$ cat src/rtl/condlogic_mt.sv
// rtl/condlogic_mt.sv - multi-thread ARM condition unit with per-thread NZCV banks
// Gates PC/register/memory writes in EX and registers surviving enables into MEM.

module condlogic_mt_cond (
  input  logic [3:0] cond,
  input  logic [3:0] nzcv,
  output logic       pass
);
  logic n, z, c, v;

  assign {n, z, c, v} = nzcv;

  always_comb begin
    pass = 1'b0;
    case (cond)
      4'h0: pass = z;
      4'h1: pass = ~z;
      4'h2: pass = c;
      4'h3: pass = ~c;
      4'h4: pass = n;
      4'h5: pass = ~n;
      4'h6: pass = v;
      4'h7: pass = ~v;
      4'h8: pass = c & ~z;
      4'h9: pass = ~c | z;
      4'hA: pass = (n == v);
      4'hB: pass = (n != v);
      4'hC: pass = ~z & (n == v);
      4'hD: pass = z | (n != v);
      4'hE: pass = 1'b1;
      default: pass = 1'b0;
    endcase
  end
endmodule

module condlogic_mt #(
  parameter int NTHREAD = 2,
  parameter int TIDW    = (NTHREAD > 1) ? $clog2(NTHREAD) : 1,
  parameter int CNTW    = 16
) (
  input  logic                 clk,
  input  logic                 reset,
  input  logic                 valid_e,
  input  logic                 stall_e,
  input  logic                 flush_e,
  input  logic [TIDW-1:0]      tid_e,
  input  logic [3:0]           cond_e,
  input  logic [3:0]           alu_flags_e,
  input  logic [1:0]           flag_w_e,
  input  logic                 branch_e,
  input  logic                 pcs_e,
  input  logic                 reg_w_e,
  input  logic                 mem_w_e,
  input  logic                 save_e,
  input  logic                 restore_e,
  output logic                 cond_ex_e,
  output logic                 pc_src_e,
  output logic                 reg_w_m,
  output logic                 mem_w_m,
  output logic                 valid_m,
  output logic [TIDW-1:0]      tid_m,
  output logic [4*NTHREAD-1:0] flags_o,
  output logic [CNTW-1:0]      squash_cnt
);
  logic [3:0] cur_flags;
  logic       pass;
  logic       fire;

  // Out-of-range thread ids select nothing, so the condition sees all-zero flags.
  always_comb begin
    cur_flags = 4'b0000;
    for (int t = 0; t < NTHREAD; t++) begin
      if (tid_e == TIDW'(t)) cur_flags = flags_o[4*t +: 4];
    end
  end

  condlogic_mt_cond u_cond (
    .cond (cond_e),
    .nzcv (cur_flags),
    .pass (pass)
  );

  assign cond_ex_e = valid_e & pass & ~flush_e;
  assign pc_src_e  = cond_ex_e & (branch_e | pcs_e);
  assign fire      = valid_e & ~stall_e & ~flush_e;

  for (genvar t = 0; t < NTHREAD; t++) begin : g_bank
    logic [3:0] bank_q;
    logic [3:0] saved_q;
    logic [3:0] bank_d;
    logic       hit;

    assign hit = fire & (tid_e == TIDW'(t));

    // Restore wins over a same-cycle flag write; save always captures the old bank.
    always_comb begin
      bank_d = bank_q;
      if (cond_ex_e & flag_w_e[1]) bank_d[3:2] = alu_flags_e[3:2];
      if (cond_ex_e & flag_w_e[0]) bank_d[1:0] = alu_flags_e[1:0];
      if (restore_e) bank_d = saved_q;
    end

    always_ff @(posedge clk or negedge reset) begin
      if (!reset) begin
        bank_q  <= 4'b0000;
        saved_q <= 4'b0000;
      end else if (hit) begin
        bank_q <= bank_d;
        if (save_e) saved_q <= bank_q;
      end
    end

    assign flags_o[4*t +: 4] = bank_q;
  end

  always_ff @(posedge clk or negedge reset) begin
    if (!reset) begin
      valid_m <= 1'b0;
      reg_w_m <= 1'b0;
      mem_w_m <= 1'b0;
      tid_m   <= '0;
    end else begin
      if (flush_e) begin
        valid_m <= 1'b0;
        reg_w_m <= 1'b0;
        mem_w_m <= 1'b0;
      end else if (!stall_e) begin
        valid_m <= valid_e;
        reg_w_m <= reg_w_e & cond_ex_e;
        mem_w_m <= mem_w_e & cond_ex_e;
      end
      if (!stall_e) tid_m <= tid_e;
    end
  end

  always_ff @(posedge clk or negedge reset) begin
    if (!reset) begin
      squash_cnt <= '0;
    end else if (fire && !pass && !(&squash_cnt)) begin
      squash_cnt <= squash_cnt + CNTW'(1);
    end
  end
endmodule

$ cat config.mk
export PLATFORM = sky130hd
export DESIGN_NAME = condlogic_mt
export DESIGN_NICKNAME = d
export VERILOG_FILES = /design/src/rtl/condlogic_mt.sv
export SDC_FILE = /design/constraint.sdc
export NUM_CORES = 1
export LEC_CHECK = 0
export BUFFER_PORTS_ARGS = -buffer_cell sky130_fd_sc_hd__buf_2
export CAP_MARGIN = 25
export CORE_MARGIN = 3
export CORE_UTILIZATION = 47
export CTS_BUF_LIST = sky130_fd_sc_hd__clkbuf_16
export CTS_CLUSTER_SIZE = 28
export DETAILED_ROUTE_END_ITERATION = 8
export PLACE_DENSITY = 0.72
export SLEW_MARGIN = 15
export SYNTH_ARGS = -nofsm -noshare
export SYNTH_HDL_FRONTEND = slang
export SYNTH_SLANG_ARGS = --single-unit
$ cat constraint.sdc
create_clock -name clk -period 2.8 [get_ports clk]
set_input_delay 0.42 -clock clk [delete_from_list [all_inputs] [get_ports clk]]
set_output_delay 0.42 -clock clk [all_outputs]
set_load 0.02 [all_outputs]
==> flow_metrics.py <==
metrics = {
    "grt": {
        "grt_pass1_wl_mm": 8.31,
        "grt_overflow": 0,
        "grt_pass1_vias": 1780,
        "grt_usage_pct": 19.9,
        "grt_max_degree": 37,
        "antenna_found_initial": 0,
    },
    "clocking": {
        "cts_tree": "yes",
        "clock-sinks": 36,
        "cts_buffers": 5,
        "path_clk_slew_ns": 0.06,
        "clk_latency_ns": 0.28,
        "holdBufCountCts": 0,
        "htreeDepth": 2,
        "root_buffer": "clkbuf_16",
        "clk_path_buf_depth": 2,
    },
    "sta": {
        "hold_slack_ns": 0.227,
        "period_needed_ns": 2.72,
        "fmax_mhz": 368,
        "rsz0062_at_grt": "false",
        "setup_viol_count_final": 0,
        "worst_pin_slew_ns": 0.806,
        "hold_violations": 0,
        "maxSlewHeadroom_pct": 46.3,
        "min_period_over_period_pct": 97.0,
        "finalClockSkew_ns": 0.00251,
        "setup_tns_ns": 0,
        "maxSlewViolCount": 0,
    },
    "floorplan": {
        "die-width_um": 73.1,
        "die_y_um": 73.1,
        "start_util_pct": 50.7,
        "ios": 52,
        "row_count": 23,
        "dieArea_um2": 5340,
        "core_area_um2": 4170,
    },
    "placement": {
        "place.gp.congestion": 0.790,
        "io_buffers": 51,
        "hpwl_mm": 3.62,
    },
    "synthesis": {
        "synth.distinct_cells": 45,
        "synth_common_cells": "dfrtp_1 (36), nand2_1 (20), nor2_1 (11), nor2b_1 (11)",
        "seq_area_frac_synth_pct": 42.6,
        "mappedNetlistArea_um2": 2120,
        "ys_ff_latch": 36,
        "synth_top_area_share_pct": 42.6,
        "yosysMostFrequentCell": "dfrtp_1",
        "postSynthAreaPerCell_um2": 10.1,
        "yosys.area.top_type": "dfrtp_1",
        "synthTopCellsByArea": "dfrtp_1 (43%), mux2_2 (5.3%), xnor2_1 (4.1%), xor2_1 (3.7%), nand2_1 (3.5%)",
        "synth_edf_count": 0,
        "ys_async_sr_fraction_pct": 100,
        "yosys_warnings": 0,
        "syn_inst": 209,
        "synth_flop_cell": "dfrtp_1",
        "syn_nets": 232,
    },
    "cells_and_area": {
        "layout.nets": 287,
        "fillers": 339,
        "drive_gt1_share_pct": 35.8,
        "diodes": 0,
        "final_util_pct": 62.3,
        "syn_to_final_growth_pct": 22.9,
    },
    "power": {
        "power_leakage_nw": 1.16,
        "irDropWorstVdd_mv": 0.388,
        "cellPowerDensity_nw_per_um2": 646,
    },
    "drt": {
        "wire_per_inst_um": 16.0,
        "drt-initial-drc-count": 87,
        "dr.pass1.iters": 4,
        "drt-total-wl_mm": 5.04,
        "vias_per_cell": 5.75,
        "drc_errors": 0,
        "via_count": 1810,
        "ant_nets": 0,
    },
    "status": {
        "status": "finished, final reports clean",
    },
    "worst_setup_path": {
        "crit_chain": "mux2_4 > a311o_1 > a32o_1 > a211o_1 > and2_1 > o21a_1 > buf_2",
        "critPathKind": "reg -> out",
        "end_kind": "primary output",
        "required_ns": 2.38,
        "critPathSlowestCell": "dfrtp_2",
        "cpPeakStageDelay_ns": 0.43,
        "path_max_fanout": 3,
        "worst_setup_path_start_kind": "flop",
        "regToRegSetupSlack_ns": 0.38,
        "cp.arrival_ns": 2.30,
    },
    "hold_path": {
        "hp-class": "in -> async",
    },
    "run": {
        "max_cap_viol_count": 0,
    },
}
## worst paths after layout
path / startpoint / end / depth (start not counted)
setup / recovery: g_bank[0].bank_q[0] / pc_src_e / 7
hold / removal: reset / g_bank[0].saved_q[1] / 1
setup reg to reg: g_bank[0].bank_q[0] / squash_cnt[3] / 7
hold reg to reg: squash_cnt[10] / squash_cnt[10] / 1
max in group asynchronous: reset / g_bank[1].bank_q[3] / 1
min in group clk: flush_e / valid_m / 2
## cell usage in the layout, fill, tap and decap left out, types with 3 or more instances in the layout
cell type / n
nand3_1: 7
nor4_2: 4
inv_1: 6
dfrtp_1: 29
nand2b_1: 3
buf_2: 51
buf_4: 7
nor3_1: 5
xor2_1: 9
nand2_1: 20
a221oi_1: 5
o2bb2ai_1: 5
nor2b_1: 11
mux2_2: 10
dfrtp_2: 7
nor2_1: 11
a21oi_1: 8
xnor2_1: 10
clkbuf_16: 5
and3_1: 6
nand4_1: 9
## power by group
| part | total, mW | switching (mW) | internal [mW] |
|---|---|---|---|
| clock | 0.640 | 0.222 | 0.418 |
| combinational | 0.367 | 0.204 | 0.164 |
| sequential | 0.674 | 0.0777 | 0.597 |
## worst max-delay path, delay by kind of cell, from the launching register on
kind,cells,cell delay [ns]
AOI/OAI and AO/OA,4,0.98
buffers and inverters,1,0.15
DFF,1,0.43
muxes,1,0.28
and+or+nand+nor,1,0.17
## layout make-up
class	instances	area (um2)	share of cell area [%]
multi-input cells	157	1130	43.5
flip-flops and latches	36	910	35.0
repair buffers	58	308	11.8
clock buffers	5	125	4.81
well taps	50	62.6	2.41
clock inverters	3	42.5	1.64
inverters	6	22.5	0.866
## timing repair
| action | 4_1_cts | 5_1_grt |
|---|---|---|
| setup buffers | 0 | 2 |
| gates resized for setup | 0 | 7 |
| endpoints found under the setup margin | 0 | 1 |
## per-stage QoR
step / power [mW] / cell area [um2] / setup WS [ns] / cells
finish: 1.68 / 2600 / 0.0828 / 315
global route: 1.75 / 2600 / 0.00167 / 315
CTS: 1.68 / 2580 / 0.0127 / 313
detailed placement: 1.04 / 2410 / 0.191 / 305
global placement: 1.03 / 2410 / 0.210 / 305
floorplan: 0.914 / 2120 / 0.0577 / 209
## per-layer routing
metal / vias to the layer above / wire (um) / global-route usage [%] / share of wire, %
li1: 876 / - / - / -
met1: 878 / 2340 / 27.2 / 46
met2: 50 / 2420 / 31.2 / 48
met3: 6 / 208 / 4.68 / 4.1
met4: 0 / 75 / 6.35 / 1.5
met5: - / 0 / 0 / 0
## cells by family (layout without fill, tap and decap cells)
| group | count (synthesis) | count (layout) | synth area share [%] |
|---|---|---|---|
| flops | 36 | 36 | 42.6 |
| simple gates | 86 | 86 | 22.9 |
| xor+xnor | 20 | 20 | 8.63 |
| fa+ha+maj | 1 | 1 | 0.591 |
| buf+inv | 16 | 72 | 3.96 |
| compound gates | 35 | 35 | 12.2 |
| mux | 15 | 15 | 9.11 |
## sequential cells by signal (all words and copies together) (netlist names)
| name | count |
|---|---|
| mem_w_m | 1 |
| tid_m | 1 |
| g_bank.saved_q | 8 |
| reg_w_m | 1 |
| valid_m | 1 |
| squash_cnt | 16 |
| g_bank.bank_q | 8 |
No activity file was read; power rests on OpenSTA's default activity.
